$ cat config.mk
export PLATFORM = sky130hd
export DESIGN_NAME = move_sequencer
export DESIGN_NICKNAME = d
export VERILOG_FILES = /design/src/rtl/move_sequencer.sv
export SDC_FILE = /design/constraint.sdc
export NUM_CORES = 1
export LEC_CHECK = 0
export CORE_AREA = 3 3 94 60
export DETAILED_ROUTE_END_ITERATION = 16
export DIE_AREA = 0 0 97 63
export PLACE_DENSITY = 0.75
export SLEW_MARGIN = 15
export SYNTH_ARGS = -nofsm -noshare
export SYNTH_HDL_FRONTEND = slang
export SYNTH_SLANG_ARGS = --single-unit
export TNS_END_PERCENT = 30
$ cat constraint.sdc
create_clock -name clk -period 2.1 [get_ports clk]
set_clock_uncertainty 0.05 [all_clocks]
set_input_delay 0.42 -clock clk [delete_from_list [all_inputs] [get_ports clk]]
set_output_delay 0.42 -clock clk [all_outputs]
set_load 0.02 [all_outputs]
$ cat src/rtl/move_sequencer.sv
// Input stage for the tic-tac-toe game-state block: debounces buttons, steers a tile cursor
// and issues move requests, alternating the player once the board confirms each move.
module move_sequencer #(
   parameter int unsigned DB_CYCLES    = 16,
   parameter int unsigned WAIT_TIMEOUT = 4
) (
   input  logic       clk,
   input  logic       rst,
   input  logic       btn_next,
   input  logic       btn_prev,
   input  logic       btn_place,
   input  logic [8:0] X_state,
   input  logic [8:0] O_state,
   input  logic [2:0] GameStatus,
   output logic       move,
   output logic       player,
   output logic [3:0] nextMove,
   output logic [3:0] cursor,
   output logic       busy,
   output logic       reject
);

   localparam int unsigned DbW = $clog2(DB_CYCLES + 1);
   localparam int unsigned WtW = $clog2(WAIT_TIMEOUT + 1);
   localparam int unsigned NumBtn = 3;

   typedef enum logic [1:0] {
      StSelect,
      StIssue,
      StWait,
      StDone
   } state_e;

   // ---------------------------------------------------------------------------------------
   // Button conditioning: index 0 = next, 1 = prev, 2 = place
   // ---------------------------------------------------------------------------------------
   logic [NumBtn-1:0] btn_raw;
   logic [NumBtn-1:0] sync1_q, sync2_q;
   logic [NumBtn-1:0] db_q, db_d;
   logic [NumBtn-1:0] press_q, press_d;
   logic [DbW-1:0]    db_cnt_q [NumBtn];
   logic [DbW-1:0]    db_cnt_d [NumBtn];

   assign btn_raw = {btn_place, btn_prev, btn_next};

   always_comb begin
      db_d    = db_q;
      press_d = '0;
      for (int i = 0; i < NumBtn; i++) begin
         db_cnt_d[i] = '0;
         if (sync2_q[i] != db_q[i]) begin
            if (db_cnt_q[i] == DbW'(DB_CYCLES - 1)) begin
               db_d[i]    = sync2_q[i];
               press_d[i] = sync2_q[i];
            end else begin
               db_cnt_d[i] = db_cnt_q[i] + 1'b1;
            end
         end
      end
   end

   always_ff @(posedge clk) begin
      if (!rst) begin
         sync1_q <= '0;
         sync2_q <= '0;
         db_q    <= '0;
         press_q <= '0;
         for (int i = 0; i < NumBtn; i++) begin
            db_cnt_q[i] <= '0;
         end
      end else begin
         sync1_q <= btn_raw;
         sync2_q <= sync1_q;
         db_q    <= db_d;
         press_q <= press_d;
         for (int i = 0; i < NumBtn; i++) begin
            db_cnt_q[i] <= db_cnt_d[i];
         end
      end
   end

   logic press_next, press_prev, press_place;

   assign press_next  = press_q[0];
   assign press_prev  = press_q[1];
   assign press_place = press_q[2];

   // ---------------------------------------------------------------------------------------
   // Board occupancy: tile k lives at bit (9-k)
   // ---------------------------------------------------------------------------------------
   logic [8:0] occ;

   assign occ = X_state | O_state;

   function automatic logic tile_occ(input logic [8:0] board, input logic [3:0] k);
      logic res;
      res = 1'b0;
      if (k >= 4'd1 && k <= 4'd9) begin
         res = board[4'd9 - k];
      end
      return res;
   endfunction

   // ---------------------------------------------------------------------------------------
   // Move sequencing FSM
   // ---------------------------------------------------------------------------------------
   state_e         state_q, state_d;
   logic [3:0]     cursor_q, cursor_d;
   logic [3:0]     next_move_q, next_move_d;
   logic           player_q, player_d;
   logic [WtW-1:0] wait_cnt_q, wait_cnt_d;
   logic           reject_q, reject_d;
   logic           game_over;

   assign game_over = (GameStatus == 3'd1) || (GameStatus == 3'd2) || (GameStatus == 3'd3);

   always_comb begin
      state_d     = state_q;
      cursor_d    = cursor_q;
      next_move_d = next_move_q;
      player_d    = player_q;
      wait_cnt_d  = wait_cnt_q;
      reject_d    = 1'b0;

      unique case (state_q)
         StSelect: begin
            if (game_over) begin
               state_d = StDone;
            end else if (press_place) begin
               if (tile_occ(occ, cursor_q)) begin
                  reject_d = 1'b1;
               end else begin
                  next_move_d = cursor_q;
                  state_d     = StIssue;
               end
            end else if (press_next && !press_prev) begin
               cursor_d = (cursor_q == 4'd9) ? 4'd1 : cursor_q + 4'd1;
            end else if (press_prev && !press_next) begin
               cursor_d = (cursor_q == 4'd1) ? 4'd9 : cursor_q - 4'd1;
            end
         end

         StIssue: begin
            wait_cnt_d = '0;
            state_d    = StWait;
         end

         // Presses arriving here are dropped on purpose; only the board answer matters.
         StWait: begin
            if (tile_occ(occ, next_move_q)) begin
               player_d   = ~player_q;
               wait_cnt_d = '0;
               state_d    = StSelect;
            end else if (wait_cnt_q == WtW'(WAIT_TIMEOUT - 1)) begin
               reject_d   = 1'b1;
               wait_cnt_d = '0;
               state_d    = StSelect;
            end else begin
               wait_cnt_d = wait_cnt_q + 1'b1;
            end
         end

         StDone: begin
            if (GameStatus == 3'd0 && occ == 9'd0) begin
               player_d = 1'b1;
               cursor_d = 4'd5;
               state_d  = StSelect;
            end
         end

         default: begin
            state_d = StSelect;
         end
      endcase
   end

   always_ff @(posedge clk) begin
      if (!rst) begin
         state_q     <= StSelect;
         cursor_q    <= 4'd5;
         next_move_q <= 4'd0;
         player_q    <= 1'b1;
         wait_cnt_q  <= '0;
         reject_q    <= 1'b0;
      end else begin
         state_q     <= state_d;
         cursor_q    <= cursor_d;
         next_move_q <= next_move_d;
         player_q    <= player_d;
         wait_cnt_q  <= wait_cnt_d;
         reject_q    <= reject_d;
      end
   end

   assign move     = (state_q == StIssue);
   assign busy     = (state_q == StIssue) || (state_q == StWait);
   assign reject   = reject_q;
   assign player   = player_q;
   assign nextMove = next_move_q;
   assign cursor   = cursor_q;

endmodule

* After elaboration in Yosys (flattened, before gate mapping)
Memory sizes are Yosys's and may differ from the RTL's.
Index checks and enable logic that the tools add are counted.
** Storage, ports and cells
- Bits in writable memories :: 15
- Input bits :: 26
- Output and inout port bits :: 12
- Word-level logic and storage cells :: 133
- Memories kept :: 1
- Flip-flop bits (word level) :: 27
** Memories
- db_cnt_q :: depth 3, bits a word 5, read ports 3, clocked after Yosys merged registers in 0, wr ports 3, RTL line 41 : logic [DbW-1:0] db_cnt_q [NumBtn];
** Operators by class
- $add $sub $neg :: 8
- Multiplexer cells :: 48
- Reductions and logical operators :: 26
- Order comparisons :: 6
- Equality and inequality tests :: 23
- Bitwise logic cells :: 7
** Operators with widths (count)
- 2-to-1 mux 5 bit :: 9
- 2-to-1 mux 4 bit :: 7
- 2-to-1 mux 1 bit :: 17
- adder 5 x 1 -> 5 bit, second input constant :: 3
- equality test 5 x 4 -> 1 bit, second input constant :: 3
- 2-to-1 mux 2 bit :: 6
- AND reduction 3 bit :: 4
- < comparator 4 x 5 -> 1 bit, second input constant :: 2
- equality test 3 x 2 -> 1 bit, second input constant :: 3
- logical NOT 9 bit :: 1
- inequality test 3 bit, second input constant :: 3
- OR 9 bit :: 1
- binary-select mux 1 bit (select 4 bit) :: 2
- greater-or-equal comparator 4 x 1 -> 1 bit, second input constant :: 2
- less-or-equal comparator 4 bit, second input constant :: 2
- one-hot mux 2 bit (4 select lines) :: 1
- one-hot mux 4 bit (2 select lines) :: 1
- AND reduction 4 bit :: 2
- subtractor 4 bit, first input constant :: 2
- 2-to-1 mux 3 bit :: 2
- inequality test 2 bit, second input constant :: 3
- one-hot mux 3 bit (2 select lines) :: 1
- AND reduction 2 bit :: 3
- nonzero test 2 bit :: 3
- other kinds (20) :: 35

* Logic depth before layout (Yosys ltp)
Gate-level depths: netlist (run 1).
- Word-level depth :: 11
- Depth in mapped cells :: 8
- Mapped depth without buffers :: 8

* Least setup slack after synthesis (run 1)
OpenSTA, ideal clock, no wires.
- Kind :: register to register
- Start point :: register cursor_q[1] (netlist: cursor[1])
- End point :: register state_q[1]
- Arrival :: 2268 ps
- Path slack :: -278 ps
- Cell stages (with the launch flop) :: 9
- Buffers on the path :: 0
- Setup time :: 60 ps
- Data required time :: 1990 ps
- Period minus slack after synthesis :: 2378 ps
- Path through :: dfxtp_1 inv_2 ha_1 or3b_1 nor4b_1 a31oi_1 a32oi_4 o21a_1 a311o_1
** On the way
- Cells in the longest elaborated chain, start to end :: 9
- Elaborated cells on any way between the ends :: 12
- Those cells by class :: 1 x add/sub; 2 x order compare; 1 x eq/ne; 6 x mux; 2 x reduce/logical
** Ends and longest elaborated chain
- from (decl) :: RTL line 108 : logic [3:0] cursor_q, cursor_d;
- from (signal assigned) :: RTL line 187 : cursor_q <= cursor_d;
- subtractor 4 bit :: RTL line 99 : res = board[4'd9 - k];
- binary-select mux 1 bit (select 4 bit) :: RTL line 99
- 2-to-1 mux 1 bit (not written as such) :: RTL line 99
- 2-to-1 mux 1 bit * :: RTL line 98 : if (k >= 4'd1 && k <= 4'd9) begin
- 2-to-1 mux 1 bit * :: RTL line 129 : end else if (press_place) begin
- 2-to-1 mux 1 bit * :: RTL line 127 : if (game_over) begin
- 2-to-1 mux 1 bit * :: RTL line 125 : unique case (state_q)
- inequality test 3 bit (no line) *
- AND reduction 4 bit (no line) *
- to (signal assigned) :: RTL line 179 : state_q <= StSelect;
- to (signal assigned) :: RTL line 186 : state_q <= state_d;
- to (decl) :: RTL line 107 : state_e state_q, state_d;
Every way passes the cells marked *; elsewhere a longest branch is shown, timed or not. The select of a mux whose other input is x is not followed.
A chain may end at the register's enable or synchronous reset.

* Worst setup path after layout (run 1)
- Start point :: register cursor_q[2] (netlist: cursor[2])
- End point :: register state_q[1]
Same word-level chain as after synthesis.

==> results of run 1 <==
## critical path, stage by stage (launching register included)
cell                      delay, ns
sky130_fd_sc_hd__dfxtp_4       0.37
sky130_fd_sc_hd__inv_4         0.04
sky130_fd_sc_hd__ha_4          0.23
sky130_fd_sc_hd__or3b_4        0.38
sky130_fd_sc_hd__nor4b_4       0.23
sky130_fd_sc_hd__a31oi_2       0.09
sky130_fd_sc_hd__a32oi_4       0.36
sky130_fd_sc_hd__o21a_1        0.22
sky130_fd_sc_hd__a311o_1       0.17
## sequential cells by signal, summed over array words and instances, names as in the netlist
signal / flops
db_cnt_q: 15
cursor: 4
nextMove: 4
db_q: 3
press_q: 3
sync1_q: 3
sync2_q: 3
wait_cnt_q: 3
state_q: 2
player: 1
reject: 1
## per-stage QoR
stage,instance area [sq um],util [%]
floorplan,2350,-
detailed placement,3040,61.6
global route,3240,65.6
finish,3240,65.6
CTS,3160,64.1
global placement,3040,61.6
## final cells by class
class	count	area share (%)
Inverter	18	2.32
Tap cell	66	2.55
Clock buffer	8	3.13
Sequential cell	42	26.4
Timing Repair Buffer	74	20.8
Multi-Input combinational cell	194	44.8
## per-layer routing
| layer | vias up | track usage (%) | routed length [um] | part of all wire (%) |
|---|---|---|---|---|
| met5 | - | 0 | 0 | 0 |
| met4 | 0 | 7.18 | 79 | 1.4 |
| met2 | 58 | 28.1 | 2420 | 42 |
| met3 | 8 | 4.35 | 318 | 5.5 |
| li1 | 1086 | - | - | - |
| met1 | 1031 | 30.3 | 3000 | 52 |
## report_power, final
part           internal (mW)  leakage (nW)  switching (mW)
sequential             0.853         0.343          0.0531
clock                  0.308        0.0506           0.289
combinational          0.731         0.933           0.730
## what timing repair did
| item | CTS | global route |
|---|---|---|
| pin swaps | 7 | 11 |
| setup buffers | 0 | 2 |
| gates cloned | 0 | 0 |
| gates resized for setup | 7 | 20 |
| endpoints found under the setup margin | 10 | 14 |
## placed cells by master, fill, tap and decap left out, types with 3 or more instances in the layout
| cell | count |
|---|---|
| sky130_fd_sc_hd__nand3_1 | 8 |
| sky130_fd_sc_hd__xor2_1 | 4 |
| sky130_fd_sc_hd__or3_1 | 4 |
| sky130_fd_sc_hd__nand2b_1 | 5 |
| sky130_fd_sc_hd__nand2_1 | 16 |
| sky130_fd_sc_hd__dfxtp_1 | 37 |
| sky130_fd_sc_hd__nor2_2 | 4 |
| sky130_fd_sc_hd__buf_4 | 36 |
| sky130_fd_sc_hd__nor2_1 | 30 |
| sky130_fd_sc_hd__dfxtp_4 | 3 |
| sky130_fd_sc_hd__and2_1 | 6 |
| sky130_fd_sc_hd__a31oi_1 | 3 |
| sky130_fd_sc_hd__inv_1 | 14 |
| sky130_fd_sc_hd__mux2i_1 | 4 |
| sky130_fd_sc_hd__o211ai_1 | 5 |
| sky130_fd_sc_hd__clkdlybuf4s50_1 | 27 |
| sky130_fd_sc_hd__and3_1 | 3 |
| sky130_fd_sc_hd__o41ai_1 | 5 |
| sky130_fd_sc_hd__clkbuf_8 | 5 |
| sky130_fd_sc_hd__dlymetal6s2s_1 | 9 |
| sky130_fd_sc_hd__o31ai_1 | 4 |
| sky130_fd_sc_hd__xnor2_1 | 8 |
| sky130_fd_sc_hd__and4b_1 | 3 |
| sky130_fd_sc_hd__o21ai_0 | 5 |
| sky130_fd_sc_hd__a21oi_1 | 12 |
| sky130_fd_sc_hd__ha_1 | 16 |
| sky130_fd_sc_hd__nor3_1 | 4 |
## cell families after synthesis
group / Yosys count
DFF: 42
AOI/OAI and AO/OA: 57
buffers and inverters: 25
adders and majority gates: 18
xor gates and xnor gates: 12
muxes: 7
and+or+nand+nor: 100
## path summary, 6_finish.rpt
| path | start | end | slack, ns | cells after the start |
|---|---|---|---|---|
| setup / recovery | cursor[2] | state_q[1] | -0.08 | 8 |
| hold / removal | wait_cnt_q[2] | wait_cnt_q[2] | 0.38 | 2 |
| setup reg to reg | cursor[2] | state_q[1] | -0.08 | 8 |
| hold reg to reg | wait_cnt_q[2] | wait_cnt_q[2] | 0.38 | 2 |
==> impl_results.html, run 1 <==
<table>
<tr><th>Metric</th><th>Value</th></tr>
<tr><th colspan="2">Routing</th></tr>
<tr><td>Post-DRT Antenna Nets</td><td>0</td></tr>
<tr><td>Wire length per cell after detailed routing</td><td>14.5 um</td></tr>
<tr><td>Post-Route WL</td><td>5820 um</td></tr>
<tr><td>First-iteration detailed-routing DRC count</td><td>99</td></tr>
<tr><td>DRC violations left</td><td>0</td></tr>
<tr><td>Total via count after detailed routing</td><td>roughly 2200</td></tr>
<tr><td>Post-DR vias/cell</td><td>5.43</td></tr>
<tr><td>Number of optimization iterations in the first detailed-route pass</td><td>4</td></tr>
<tr><th colspan="2">STA</th></tr>
<tr><td>Final hold slack</td><td>0.380 ns</td></tr>
<tr><td>Min Clock Period, post-route</td><td>2.18 ns</td></tr>
<tr><td>Final sum of negative setup slack</td><td>-0.209 ns</td></tr>
<tr><td>Fin crit share</td><td>104%</td></tr>
<tr><td>Maximum operating frequency</td><td>458 MHz</td></tr>
<tr><td>Final Max Slew Viols</td><td>0</td></tr>
<tr><td>Finish-stage setup viols</td><td>4</td></tr>
<tr><td>Number of hold violations in the final report</td><td>0</td></tr>
<tr><td>Worst slew margin</td><td>77.6%</td></tr>
<tr><td>RSZ-0062 raised after global routing</td><td>true</td></tr>
<tr><td>Transition time at the pin with the least slew margin</td><td>0.332 ns</td></tr>
<tr><td>Worst setup slack after layout</td><td>-0.0835 ns</td></tr>
<tr><th colspan="2">Clock tree</th></tr>
<tr><td>Cts bufs inserted</td><td>5</td></tr>
<tr><td>Number of sinks handled by clock tree synthesis</td><td>42</td></tr>
<tr><td>Clock latency of the later-clocked register in the worst-skew pair</td><td>0.30 ns</td></tr>
<tr><td>Clock input transition at the sequential cells of the worst setup and hold paths</td><td>roughly 0.090 ns</td></tr>
<tr><td>Depth of the CTS H-tree</td><td>2</td></tr>
<tr><td>Number of hold buffers added after cts</td><td>0</td></tr>
<tr><td>TritonCTS clock tree</td><td>done</td></tr>
<tr><td>Clock root buffer</td><td>sky130_fd_sc_hd__clkbuf_8</td></tr>
<tr><td>Clock tree buffer depth</td><td>2</td></tr>
<tr><th colspan="2">GRT</th></tr>
<tr><td>Number of global-route vias before repair</td><td>2061</td></tr>
<tr><td>Antenna violations before repair</td><td>0</td></tr>
<tr><td>Global-route wire length before repair</td><td>~10000 um</td></tr>
<tr><td>Gr ovfl total</td><td>0</td></tr>
<tr><td>Largest net degree at the start of global routing</td><td>26</td></tr>
<tr><td>Total global-route track usage</td><td>20.2%</td></tr>
<tr><th colspan="2">Worst setup path</th></tr>
<tr><td>Signal arrival time at the worst endpoint</td><td>2.38 ns</td></tr>
<tr><td>Critical path endpoint category</td><td>flip-flop</td></tr>
<tr><td>Req. time, crit path</td><td>2.30 ns</td></tr>
<tr><td>Class of the most critical setup path</td><td>reg2reg</td></tr>
<tr><td>CP Launch Type</td><td>flip-flop</td></tr>
<tr><td>Critical Path Fanout Max</td><td>8</td></tr>
<tr><th colspan="2">Yosys</th></tr>
<tr><td>Commonest register cell after synthesis</td><td>sky130_fd_sc_hd__dfxtp_1</td></tr>
<tr><td>Multiplexer area fraction after synthesis</td><td>4.18%</td></tr>
<tr><td>Seq/Total Area, Yosys</td><td>36.5%</td></tr>
<tr><td>Synthesized-area fraction occupied by xor and xnor cells</td><td>4.56%</td></tr>
<tr><td>Number of nets in the synthesized netlist</td><td>about 300</td></tr>
<tr><td>Simple-gate portion of the synthesized area</td><td>22.4%</td></tr>
<tr><td>Biggest area contributors in the synthesized netlist</td><td>sky130_fd_sc_hd__dfxtp_1 36%, sky130_fd_sc_hd__ha_1 9.8%, sky130_fd_sc_hd__nor2_1 5.5%, sky130_fd_sc_hd__xnor2_1 3.0%, sky130_fd_sc_hd__a21oi_1 2.8%</td></tr>
<tr><td>List of most frequent post-synthesis cells</td><td>42 x sky130_fd_sc_hd__dfxtp_1, 34 x sky130_fd_sc_hd__nor2_1, 18 x sky130_fd_sc_hd__ha_1, 16 x sky130_fd_sc_hd__nand2_1, 15 x sky130_fd_sc_hd__inv_1</td></tr>
<tr><td>Fraction of the mapped netlist area in adder cells</td><td>9.77%</td></tr>
<tr><td>Total standard cell area after synthesis</td><td>about 2300 sq um</td></tr>
<tr><td>FF+latch count, synth</td><td>42</td></tr>
<tr><td>Async set or reset register ratio after synthesis</td><td>0%</td></tr>
<tr><td>Fraction of synthesized cell area taken by the top area cell type</td><td>36.5%</td></tr>
<tr><td>Complex-gate fraction of the synthesized area</td><td>18.2%</td></tr>
<tr><td>Library cell occupying the most area in the post-synthesis netlist</td><td>sky130_fd_sc_hd__dfxtp_1</td></tr>
<tr><td>Most common cell in the netlist</td><td>sky130_fd_sc_hd__dfxtp_1</td></tr>
<tr><td>Number of enable flip-flop cells after synthesis</td><td>0</td></tr>
<tr><td>Number of standard cells after synthesis</td><td>approximately 260</td></tr>
<tr><td>Synth Warn #</td><td>0</td></tr>
<tr><td>Synth Area per Inst</td><td>about 8.8 sq um</td></tr>
<tr><td>Number of unique standard cell types used by synthesis</td><td>57</td></tr>
<tr><td>Combinational family with the most area after synthesis</td><td>simple AND/OR/NAND/NOR gates</td></tr>
<tr><th colspan="2">Pwr</th></tr>
<tr><td>Power per unit of standard cell area</td><td>approximately 920 nW/um^2</td></tr>
<tr><td>Power consumption</td><td>2.96 mW</td></tr>
<tr><td>Maximum ir drop on the vdd rail</td><td>around 530 uV</td></tr>
<tr><td>Static leakage power</td><td>between 1 and 1.5 nW</td></tr>
<tr><th colspan="2">Layout</th></tr>
<tr><td>Proportion of layout cells with a drive suffix above 1</td><td>22.3%</td></tr>
<tr><td># diodes</td><td>0</td></tr>
<tr><td>Multi-input gate area</td><td>~1400 sq um</td></tr>
<tr><td>Area of all sequential standard cells</td><td>855 sq um</td></tr>
<tr><td>Number of inserted filler cells in the final layout</td><td>416</td></tr>
<tr><td>Final nets</td><td>approximately 380</td></tr>
<tr><td>Number of non-filler instances in the completed layout</td><td>402</td></tr>
<tr><td>Layout-stage area growth over the synthesis result</td><td>40.4%</td></tr>
<tr><th colspan="2">Min path</th></tr>
<tr><td>Class of the tightest hold or removal check</td><td>reg2reg</td></tr>
<tr><th colspan="2">Die</th></tr>
<tr><td>Core outline area</td><td>4930 sq um</td></tr>
<tr><td>Die Area</td><td>6110 sq um</td></tr>
<tr><td>Initial Utilization</td><td>46.8%</td></tr>
<tr><td>Total number of placement rows</td><td>20</td></tr>
<tr><td>X dimension of the die</td><td>97 um</td></tr>
<tr><td>Top-level port count</td><td>38</td></tr>
<tr><td>Die H</td><td>~63 um</td></tr>
<tr><th colspan="2">Flow run</th></tr>
<tr><td>Number of maximum-capacitance violations</td><td>0</td></tr>
<tr><th colspan="2">Outcome</th></tr>
<tr><td>Outcome</td><td>finished, violations left</td></tr>
<tr><td>Failing checks</td><td>negative setup slack</td></tr>
<tr><th colspan="2">Placed design</th></tr>
<tr><td>Number of placed instances with taps included</td><td>392</td></tr>
<tr><td>Post-Place Setup Slack</td><td>-0.451 ns</td></tr>
<tr><td>Hpwl dp</td><td>about 4500 um</td></tr>
<tr><td>Number of I/O port buffers</td><td>37</td></tr>
<tr><td>Routability congestion estimate from global placement</td><td>0.874</td></tr>
</table>
Note: power is estimated with default switching activity, not from simulation.
==> run 2, diff against run 1 <==
--- a/config.mk
+++ b/config.mk
@@ -5,10 +5,12 @@
 export SDC_FILE = /design/constraint.sdc
 export NUM_CORES = 1
 export LEC_CHECK = 0
-export CORE_AREA = 3 3 94 60
+export CORE_AREA = 3 3 92 59
+export CTS_BUF_LIST = sky130_fd_sc_hd__clkbuf_4
+export CTS_CLUSTER_DIAMETER = 40
 export DETAILED_ROUTE_END_ITERATION = 16
-export DIE_AREA = 0 0 97 63
-export PLACE_DENSITY = 0.75
+export DIE_AREA = 0 0 95 62
+export PLACE_DENSITY = 0.78
 export SLEW_MARGIN = 15
 export SYNTH_ARGS = -nofsm -noshare
 export SYNTH_HDL_FRONTEND = slang
==> run 2 against run 1 <==
  * The flow still finishes with violations (negative setup slack)
  * Count of clock-buffer cells in the layout down 3
  * Combinational power about the same
  * Non-clock buffer count is 6 lower
  * Critical path type is now in2reg
  * Die area down 3.6%
  * Final cell count down 2.0%
==> impl_results.html, run 2 (synthesis results as in run 1) <==
<table>
<tr><th>Metric</th><th>Value</th></tr>
<tr><th colspan="2">Outcome</th></tr>
<tr><td>Outcome</td><td>finished, violations left</td></tr>
<tr><td>Failing checks</td><td>negative setup slack</td></tr>
<tr><th colspan="2">Pwr</th></tr>
<tr><td>Power per unit of standard cell area</td><td>886 nW/um^2</td></tr>
<tr><td>Maximum ir drop on the vdd rail</td><td>between 500 and 600 uV</td></tr>
<tr><td>Static leakage power</td><td>1.23 nW</td></tr>
<tr><td>Power consumption</td><td>2.79 mW</td></tr>
<tr><th colspan="2">Clock tree</th></tr>
<tr><td>Cts bufs inserted</td><td>5</td></tr>
<tr><td>Clock input transition at the sequential cells of the worst setup and hold paths</td><td>about 0.13 ns</td></tr>
<tr><td>Post-CTS Setup Inserts</td><td>0</td></tr>
<tr><td>TritonCTS clock tree</td><td>done</td></tr>
<tr><td>Clock tree buffer depth</td><td>2</td></tr>
<tr><td>Number of hold buffers added after cts</td><td>0</td></tr>
<tr><td>Clock root buffer</td><td>sky130_fd_sc_hd__clkbuf_4</td></tr>
<tr><td>Clock latency of the later-clocked register in the worst-skew pair</td><td>0.36 ns</td></tr>
<tr><td>Number of sinks handled by clock tree synthesis</td><td>between 40 and 50</td></tr>
<tr><td>Depth of the CTS H-tree</td><td>2</td></tr>
<tr><th colspan="2">Die</th></tr>
<tr><td>Initial Utilization</td><td>50.2%</td></tr>
<tr><td>X dimension of the die</td><td>95 um</td></tr>
<tr><td>Core outline area</td><td>4590 sq um</td></tr>
<tr><td>Die Area</td><td>5890 sq um</td></tr>
<tr><td>Total number of placement rows</td><td>19</td></tr>
<tr><td>Die H</td><td>62 um</td></tr>
<tr><td>Top-level port count</td><td>38</td></tr>
<tr><th colspan="2">Layout</th></tr>
<tr><td>Layout-stage area growth over the synthesis result</td><td>36.8%</td></tr>
<tr><td># diodes</td><td>0</td></tr>
<tr><td>Number of inserted filler cells in the final layout</td><td>352</td></tr>
<tr><td>Number of flip-flops under the largest register name</td><td>15</td></tr>
<tr><td>Final nets</td><td>374</td></tr>
<tr><td>Most common cell after layout, fill and taps aside</td><td>sky130_fd_sc_hd__dfxtp_1</td></tr>
<tr><td>Util after Layout</td><td>68.7%</td></tr>
<tr><td>Largest Register</td><td>db_cnt_q</td></tr>
<tr><td>Proportion of layout cells with a drive suffix above 1</td><td>21.5%</td></tr>
<tr><td>Commonest cells after routing, fill and taps aside</td><td>37 x sky130_fd_sc_hd__dfxtp_1, 33 x sky130_fd_sc_hd__nor2_1, 32 x sky130_fd_sc_hd__clkdlybuf4s50_1</td></tr>
<tr><th colspan="2">STA</th></tr>
<tr><td>Min Clock Period, post-route</td><td>between 2 and 2.5 ns</td></tr>
<tr><td>Number of hold violations in the final report</td><td>0</td></tr>
<tr><td>Worst setup slack after layout</td><td>-0.185 ns</td></tr>
<tr><td>Worst slew margin</td><td>~70%</td></tr>
<tr><td>Maximum operating frequency</td><td>438 MHz</td></tr>
<tr><td>Finish-stage setup viols</td><td>7</td></tr>
<tr><td>Transition time at the pin with the least slew margin</td><td>0.457 ns</td></tr>
<tr><td>Final Max Slew Viols</td><td>0</td></tr>
<tr><td>RSZ-0062 raised after global routing</td><td>true</td></tr>
<tr><td>Fin crit share</td><td>109%</td></tr>
<tr><th colspan="2">Placed design</th></tr>
<tr><td>Routability congestion estimate from global placement</td><td>0.891</td></tr>
<tr><td>Hpwl dp</td><td>4640 um</td></tr>
<tr><td>Number of I/O port buffers</td><td>37</td></tr>
<tr><th colspan="2">Worst setup path</th></tr>
<tr><td>Worst path slowest cell</td><td>sky130_fd_sc_hd__clkdlybuf4s50_1</td></tr>
<tr><td>Class of the most critical setup path</td><td>in2reg</td></tr>
<tr><td>Req. time, crit path</td><td>2.31 ns</td></tr>
<tr><td>Series of cell instances along the critical path</td><td>clkdlybuf4s50_1 -&gt; o41ai_2 -&gt; a31oi_1 -&gt; o21ai_1 -&gt; a32oi_4 -&gt; o21a_1 -&gt; a311o_1</td></tr>
<tr><td>Critical path endpoint category</td><td>flip-flop</td></tr>
<tr><td>Critical Path Fanout Max</td><td>5</td></tr>
<tr><td>Delay of the slowest critical-path stage</td><td>between 0.5 and 0.6 ns</td></tr>
<tr><td>CP Launch Type</td><td>input pin</td></tr>
<tr><td>Setup slack of the worst register-to-register path</td><td>-0.12 ns</td></tr>
<tr><td>Signal arrival time at the worst endpoint</td><td>2.50 ns</td></tr>
<tr><th colspan="2">Routing</th></tr>
<tr><td>First-iteration detailed-routing DRC count</td><td>207</td></tr>
<tr><td>Post-Route WL</td><td>6210 um</td></tr>
<tr><td>Routed met2 length</td><td>around 2500 um</td></tr>
<tr><td>Total via count after detailed routing</td><td>2257</td></tr>
<tr><td>Wire length per cell after detailed routing</td><td>15.8 um</td></tr>
<tr><td>Post-DRT Antenna Nets</td><td>0</td></tr>
<tr><td>DRC violations left</td><td>0</td></tr>
<tr><td>Met3 routed wirelength</td><td>600 um</td></tr>
<tr><td>Number of optimization iterations in the first detailed-route pass</td><td>5</td></tr>
<tr><td>Detailed-route wire length on metal 1</td><td>3030 um</td></tr>
<tr><td>Post-DR vias/cell</td><td>5.73</td></tr>
<tr><td>Top Metal Used</td><td>met4</td></tr>
<tr><th colspan="2">Min path</th></tr>
<tr><td>Class of the tightest hold or removal check</td><td>reg2reg</td></tr>
<tr><th colspan="2">GRT</th></tr>
<tr><td>Largest net degree at the start of global routing</td><td>26</td></tr>
<tr><td>Global-route wire length before repair</td><td>10300 um</td></tr>
<tr><td>Antenna violations before repair</td><td>0</td></tr>
<tr><td>Number of global-route vias before repair</td><td>2152</td></tr>
<tr><td>Gr ovfl total</td><td>0</td></tr>
<tr><td>Total global-route track usage</td><td>23.4%</td></tr>
<tr><th colspan="2">Flow run</th></tr>
<tr><td>Number of maximum-capacitance violations</td><td>0</td></tr>
</table>
run 2: cell types whose count changed in the layout (fill, tap and decap cells not counted), sizes merged:
cell and change:
buf -6, dlymetal6s2s -6, clkdlybuf4s50 +5, clkbuf -3, clkinv +2, a32oi +1, clkdlybuf4s15 +1, inv +1
run 2: worst max-delay path: cells and delay by family:
family	cells	cell delay, ns
AO/OA/AOI/OAI	6	1.53
buffers and inverters	1	0.54
run 2: area by class of cell:
| class | instances | area (sq um) | share of cell area (%) |
|---|---|---|---|
| Clock buffer | 5 | 37.5 | 1.19 |
| Clock inverter | 3 | 15.0 | 0.476 |
| Inverter | 18 | 72.6 | 2.30 |
| Multi-Input combinational cell | 195 | 1480 | 47.1 |
| Sequential cell | 42 | 855 | 27.1 |
| Tap cell | 63 | 78.8 | 2.50 |
| Timing Repair Buffer | 68 | 609 | 19.3 |
run 2: metrics by stage:
step / setup WS, ns / instances / hold WS, ns / instance area (sq um) / setup TNS, ns
6_report: -0.185 / 394 / 0.397 / 3150 / -0.478
3_3_place_gp: -0.469 / 385 / 0.364 / 3000 / -5.05
3_5_place_dp: -0.438 / 385 / 0.369 / 3000 / -5.18
5_1_grt: -0.165 / 394 / 0.416 / 3150 / -0.855
4_1_cts: -0.0573 / 394 / 0.397 / 3100 / -0.119
2_1_floorplan: -0.0445 / 261 / 0.357 / 2350 / -0.0799
run 2: worst paths after layout:
path	startpoint	endpoint	cells past startpoint
hold / removal	sync1_q[0]	sync2_q[0]	1
setup reg to reg	cursor[1]	state_q[1]	7
hold reg to reg	sync1_q[0]	sync2_q[0]	1
setup / recovery	O_state[5]	state_q[1]	7
run 2: report_power, final:
part	internal (mW)	switching [mW]
sequential	0.854	0.0511
combinational	0.700	0.788
clock	0.126	0.273
run 2: per-layer routing:
layer  track usage (%)  up-vias
li1                  -     1086
met1              33.1     1047
met2              34.4      108
met3              6.50       16
met4              8.42        0
met5                 0        -
run 2: what timing repair did:
item                       CTS  global route
setup endpoints to repair   10            17
gates resized for setup      9            14
pin swaps                    2             6
cloned                       1             0
==> run 3, diff against run 2 <==
--- a/config.mk
+++ b/config.mk
@@ -11,6 +11,7 @@
 export DETAILED_ROUTE_END_ITERATION = 16
 export DIE_AREA = 0 0 95 62
 export PLACE_DENSITY = 0.78
+export RECOVER_POWER = 100
 export SLEW_MARGIN = 15
 export SYNTH_ARGS = -nofsm -noshare
 export SYNTH_HDL_FRONTEND = slang
==> run 3 against run 2 <==
  * Fmax up 1.0%
  * Design area fell by 0.79%
  * First-iteration DRC count up 6.8%
  * Register-to-register slack about the same
  * Largest power group unchanged
  * The run still ends with negative setup slack left
  * Routed wire length about the same
  * Critical endpoint unchanged
  * Die area unchanged
  * Global-route usage is the same
  * Critical path depth unchanged
  * Power fell by 1.7%
  * Utilization decreased by 0.55 points
==> impl_results.html, run 3 (synthesis results as in run 1) <==
<table>
<tr><th>Metric</th><th>Value</th></tr>
<tr><th colspan="2">Min path</th></tr>
<tr><td>Start point of the worst hold path</td><td>sync1_q[0]</td></tr>
<tr><td>Sink of the worst hold path</td><td>sync2_q[0]</td></tr>
<tr><td>Class of the tightest hold or removal check</td><td>reg2reg</td></tr>
<tr><td>Number of instances on the worst hold path</td><td>1</td></tr>
<tr><th colspan="2">Outcome</th></tr>
<tr><td>Failing checks</td><td>negative setup slack</td></tr>
<tr><td>Outcome</td><td>finished, violations left</td></tr>
<tr><th colspan="2">GRT</th></tr>
<tr><td>Antenna violations before repair</td><td>0</td></tr>
<tr><td>Gr ovfl total</td><td>0</td></tr>
<tr><td>Total global-route track usage</td><td>a little under a quarter</td></tr>
<tr><td>Number of global-route vias before repair</td><td>2152</td></tr>
<tr><td>Largest net degree at the start of global routing</td><td>26</td></tr>
<tr><td>Global-route wire length before repair</td><td>10300 um</td></tr>
<tr><th colspan="2">Worst setup path</th></tr>
<tr><td>CP Launch Type</td><td>input pin</td></tr>
<tr><td>Signal arrival time at the worst endpoint</td><td>around 2.5 ns</td></tr>
<tr><td>Critical path endpoint category</td><td>flip-flop</td></tr>
<tr><td>Reg-to-Reg Start</td><td>cursor[1]</td></tr>
<tr><td>Setup slack of the worst register-to-register path</td><td>-0.11 ns</td></tr>
<tr><td>Worst path slowest cell</td><td>sky130_fd_sc_hd__clkdlybuf4s50_1</td></tr>
<tr><td>Crit-path leading delay family</td><td>compound AO/OA/AOI/OAI gates</td></tr>
<tr><td>Critical Path Fanout Max</td><td>5</td></tr>
<tr><td>Class of the most critical setup path</td><td>in2reg</td></tr>
<tr><td>Worst r2r dst</td><td>nextMove[0]</td></tr>
<tr><td>Delay of the slowest critical-path stage</td><td>0.53 ns</td></tr>
<tr><td>Count of buffer and inverter cells on the critical path</td><td>1</td></tr>
<tr><td>Series of cell instances along the critical path</td><td>clkdlybuf4s50_1 -&gt; o41ai_2 -&gt; a31oi_1 -&gt; o21ai_1 -&gt; a32oi_4 -&gt; o21a_1 -&gt; a311o_1</td></tr>
<tr><td>FF-to-FF path depth</td><td>9</td></tr>
<tr><td>Req. time, crit path</td><td>2.31 ns</td></tr>
<tr><th colspan="2">STA</th></tr>
<tr><td>Fin crit share</td><td>108%</td></tr>
<tr><td>Maximum operating frequency</td><td>442 MHz</td></tr>
<tr><td>Finish-stage setup viols</td><td>7</td></tr>
<tr><td>Number of hold violations in the final report</td><td>0</td></tr>
<tr><td>Transition time at the pin with the least slew margin</td><td>0.451 ns</td></tr>
<tr><td>Min Clock Period, post-route</td><td>2.26 ns</td></tr>
<tr><td>RSZ-0062 raised after global routing</td><td>true</td></tr>
<tr><td>Final hold slack</td><td>0.397 ns</td></tr>
<tr><td>Final Max Slew Viols</td><td>0</td></tr>
<tr><td>Worst setup slack after layout</td><td>-0.163 ns</td></tr>
<tr><td>Worst slew margin</td><td>69.7%</td></tr>
<tr><th colspan="2">Placed design</th></tr>
<tr><td>Post-Place Cell Area</td><td>between 3000 and 4000 sq um</td></tr>
<tr><td>Routability congestion estimate from global placement</td><td>roughly 0.89</td></tr>
<tr><td>Hpwl dp</td><td>4640 um</td></tr>
<tr><td>Number of I/O port buffers</td><td>37</td></tr>
<tr><td>Post-Place Setup Slack</td><td>-0.438 ns</td></tr>
<tr><th colspan="2">Clock tree</th></tr>
<tr><td>Number of hold buffers added after cts</td><td>0</td></tr>
<tr><td>Clock latency of the later-clocked register in the worst-skew pair</td><td>between 0.3 and 0.4 ns</td></tr>
<tr><td>Clock tree buffer depth</td><td>2</td></tr>
<tr><td>Clock input transition at the sequential cells of the worst setup and hold paths</td><td>0.12 ns</td></tr>
<tr><td>TritonCTS clock tree</td><td>done</td></tr>
<tr><td>Depth of the CTS H-tree</td><td>2</td></tr>
<tr><td>Number of sinks handled by clock tree synthesis</td><td>42</td></tr>
<tr><td>Post-CTS Setup Inserts</td><td>0</td></tr>
<tr><td>Clock root buffer</td><td>sky130_fd_sc_hd__clkbuf_4</td></tr>
<tr><td>Cts bufs inserted</td><td>5</td></tr>
<tr><th colspan="2">Layout</th></tr>
<tr><td>Cell area after layout</td><td>about 3100 sq um</td></tr>
<tr><td>Most common cell after layout, fill and taps aside</td><td>sky130_fd_sc_hd__dfxtp_1</td></tr>
<tr><td>Number of flip-flops under the largest register name</td><td>15</td></tr>
<tr><td>Proportion of layout cells with a drive suffix above 1</td><td>about a fifth</td></tr>
<tr><td>Largest Register</td><td>db_cnt_q</td></tr>
<tr><td>Number of inserted filler cells in the final layout</td><td>357</td></tr>
<tr><td>Commonest cells after routing, fill and taps aside</td><td>37 x sky130_fd_sc_hd__dfxtp_1, 33 x sky130_fd_sc_hd__nor2_1, 28 x sky130_fd_sc_hd__buf_4</td></tr>
<tr><td># diodes</td><td>0</td></tr>
<tr><td>Final nets</td><td>374</td></tr>
<tr><td>Util after Layout</td><td>between 60% and 70%</td></tr>
<tr><td>Layout-stage area growth over the synthesis result</td><td>35.7%</td></tr>
<tr><th colspan="2">Routing</th></tr>
<tr><td>Post-DR vias/cell</td><td>5.57</td></tr>
<tr><td>Post-DRT Antenna Nets</td><td>0</td></tr>
<tr><td>Number of optimization iterations in the first detailed-route pass</td><td>4</td></tr>
<tr><td>First-iteration detailed-routing DRC count</td><td>221</td></tr>
<tr><td>Post-Route WL</td><td>6210 um</td></tr>
<tr><td>Total via count after detailed routing</td><td>between 2000 and 2500</td></tr>
<tr><td>Wire length per cell after detailed routing</td><td>roughly 16 um</td></tr>
<tr><td>DRC violations left</td><td>0</td></tr>
<tr><th colspan="2">Die</th></tr>
<tr><td>Die H</td><td>62 um</td></tr>
<tr><td>X dimension of the die</td><td>95 um</td></tr>
<tr><td>Top-level port count</td><td>38</td></tr>
<tr><td>Total number of placement rows</td><td>19</td></tr>
<tr><td>Die Area</td><td>5890 sq um</td></tr>
<tr><td>Initial Utilization</td><td>50.2%</td></tr>
<tr><td>Core outline area</td><td>4590 sq um</td></tr>
<tr><th colspan="2">Pwr</th></tr>
<tr><td>Power per unit of standard cell area</td><td>between 800 and 900 nW/um^2</td></tr>
<tr><td>Static leakage power</td><td>1.23 nW</td></tr>
<tr><td>Maximum ir drop on the vdd rail</td><td>487 uV</td></tr>
<tr><th colspan="2">Flow run</th></tr>
<tr><td>Number of maximum-capacitance violations</td><td>0</td></tr>
</table>
==> run 3: final cells by class <==
cell class / instances / area (sq um) / share of cell area, %
clock inverters: 3 / 15.0 / 0.480
inverters: 18 / 72.6 / 2.32
well taps: 63 / 78.8 / 2.52
multi-input cells: 195 / 1470 / 47.1
flip-flops and latches: 42 / 855 / 27.3
clock buffers: 5 / 37.5 / 1.20
repair buffers: 68 / 594 / 19.0
==> run 3: worst max path at each step <==
stage	endpoint	startpoint	slack [ns]	depth (start not counted)
finish	state_q[1]	O_state[5]	-0.16	7
global placement	cursor[1]	O_state[5]	-0.47	7
CTS	nextMove[0]	cursor[1]	-0.06	9
detailed placement	nextMove[0]	O_state[0]	-0.44	8
global route	state_q[1]	O_state[5]	-0.16	7
floorplan	state_q[1]	cursor[1]	-0.04	8
==> run 3: what timing repair did <==
action,in CTS,in global routing
gates resized for setup,9,14
pin swaps,2,6
endpoints found under the setup margin,10,17
cloned,1,0
==> run 3: report_power, final <==
group          switching [mW]  internal, mW
clock                   0.270         0.126
sequential             0.0522         0.854
combinational           0.776         0.667
total                    1.10          1.65
==> run 3: metal layers <==
layer | share of wire (%) | track usage, % | routed length [um]
met1 | 49 | 33.1 | 3080
met2 | 40 | 34.4 | 2480
met3 | 8.9 | 6.50 | 552
met4 | 1.7 | 8.42 | 106
met5 | 0 | 0 | 0
==> run 3: metrics by stage <==
stage	instances	total power, mW	TNS, ns
6_report	394	2.74	-0.437
5_1_grt	394	2.91	-0.904
4_1_cts	394	2.73	-0.119
3_5_place_dp	385	2.27	-5.18
3_3_place_gp	385	2.22	-5.05
2_1_floorplan	261	1.68	-0.0799
==> variant, RTL diff (settings of run 3) <==
`DB_CYCLES`: 16 -> 32.
--- a/src/rtl/move_sequencer.sv
+++ b/src/rtl/move_sequencer.sv
@@ -1,7 +1,7 @@
 // Input stage for the tic-tac-toe game-state block: debounces buttons, steers a tile cursor
 // and issues move requests, alternating the player once the board confirms each move.
 module move_sequencer #(
-   parameter int unsigned DB_CYCLES    = 16,
+   parameter int unsigned DB_CYCLES    = 32,
    parameter int unsigned WAIT_TIMEOUT = 4
 ) (
    input  logic       clk,
Behaviour: no difference found for any inputs over 10 cycles, from zero or initial values and one cycle with rst low; that may be too few to reach the edited logic, so the function may still have changed.
==> variant against run 3 <==
Routed wire length down 7.3%. Total power is 5.8% lower. Synthesized cell count increased by 10%. Sequential cell count is 3 higher. Worst setup slack better by 250 ps. First-iteration DRC count is 45% lower. Synthesized area rose by 7.1%. Design area shrank 1.5%. Largest power group unchanged.
==> variant: results (changes against run 3) <==
status = finished, final reports clean
first-pass GRT wire length = 9340 um (-9.2%)
Total GRT Usage = 20.7% (-2.7 points)
Lkg Pwr = 1.19 nW (-2.7%)
largest net degree at the start of global routing = 14 (-46%)
peak supply drop = 654 uV (+35%)
Root Driver = clkbuf_4
most instantiated cells after synthesis = dfxtp_1 (45), nor2_1 (39), nand2_1 (26), inv_1 (16), ha_1 (15)
post-synth top area share = 36.5% (about the same)
Syn Nets = 329 (+7.9%)
slowest cell on the critical path = clkdlybuf4s50_1
H-tree depth = 2 (unchanged)
Max clock buf depth = 2 (unchanged)
Critical path destination = nextMove[0]
synthesized netlist cell count = 288 (+10%)
CP arrival = 1540 ps (-930 ps)
vias in the first global route = 1952 (-9.3%)
Setup crit start = nextMove[0]
reg2reg setup slack = 130 ps (+240 ps)
async set or reset register ratio after synthesis = 0% (unchanged)
Synth area leaders = dfxtp_1 (37%), ha_1 (7.6%), nor2_1 (5.9%)
WL final = 5760 um (-7.3%)
worst r2r dst = state_q[0]
Tightest Pin Transition = 470 ps (+19.2 ps)
Reg clk slew, reported paths = 130 ps
register area share after synthesis = 36.5% (about the same)
Post-CTS Hold Buffers = 0 (unchanged)
min-delay worst type = reg2reg
diodes inserted = 0 (unchanged)
clock buffer count from CTS = 5 (unchanged)
worst skew pair latency = 350 ps
ratio of cells with drive above 1 in the final layout = 12.3% (-8.2 points)
Synth cell types = 51 (-11%)
RR Startpoint = nextMove[1]
Reg2Reg Depth = 7 (-2)
initial drt markers = 122 (-45%)
max FFs per register = 18 (+3)
initial antenna violation count = 0 (unchanged)
routability cong. = 0.929 (+4.3%)
DP HPWL = 4510 um (-2.8%)
DRT Pass-1 Iters = 5 (+1)
synth warn = 0 (unchanged)
Port Buf Inserts = 37 (unchanged)
CP Max Fanout = 8 (+3)
DP Area = 0.00299 mm2 (-0.29%)
Post-CTS Setup Inserts = 0 (unchanged)
DR vias/cell = 5.43 (-2.6%)
Top Family by Delay on Critical Path = buffers and inverters
overall power = 2.59 mW (-5.8%)
Placed Instances = 397 (+3.1%)
Critical Path Max Stage Delay = 670 ps (+140 ps)
via count = 2192 (-0.14%)
Most flops, register = db_cnt_q
nets = 382 (+2.1%)
-- variant: cell type report --
| class | instances | area (um2) |
|---|---|---|
| tap | 63 | 78.8 |
| inverter | 17 | 63.8 |
| fill | 375 | 1510 |
| sequential | 45 | 906 |
| multi-input combinational | 217 | 1470 |
| clock buffer | 5 | 37.5 |
| timing repair buffer | 55 | 492 |
| clock inverter | 2 | 35.0 |
-- variant: report_power, final --
group / internal (mW) / switching, mW / leakage (nW) / total (mW)
logic: 0.509 / 0.575 / 0.786 / 1.08
registers: 0.909 / 0.0722 / 0.366 / 0.981
clock network: 0.243 / 0.277 / 0.0410 / 0.520
total: 1.66 / 0.925 / 1.19 / 2.59
-- variant: metal layers --
metal / global-route usage [%] / vias up / routed length (um)
met5: 0 / - / 0
met4: 5.75 / 0 / 27
met1: 30.4 / 1018 / 2940
met2: 30.7 / 73 / 2430
met3: 4.69 / 2 / 371
li1: - / 1099 / -
-- variant: logic make-up after synthesis --
logic type | share of synthesized area [%]
buf+inv | 5.02
compound gates | 14.7
xor+xnor | 6.03
flops | 36.5
mux | 5.07
fa+ha+maj | 7.61
simple gates | 25.1
-- variant: worst min path at each step --
| stage | start | to | cells past startpoint |
|---|---|---|---|
| 2_1_floorplan | wait_cnt_q[2] | wait_cnt_q[2] | 2 |
| 3_3_place_gp | sync1_q[1] | sync2_q[1] | 1 |
| 3_5_place_dp | sync1_q[1] | sync2_q[1] | 1 |
| 4_1_cts | db_cnt_q[0][0] | db_cnt_q[0][0] | 1 |
| 5_1_grt | sync1_q[0] | sync2_q[0] | 1 |
| 6_report | db_cnt_q[0][0] | db_cnt_q[0][0] | 1 |
-- variant: through the flow --
step	hold WS (ps)	setup slack, ps
global placement	366	-177
floorplan	357	13.6
global route	423	-22.7
CTS	408	2.53
finish	404	91.8
detailed placement	372	-278
-- variant: timing repair --
action	4_1_cts	5_1_grt
gates resized for setup	2	6
pin swaps	0	1
setup endpoints to repair	2	12
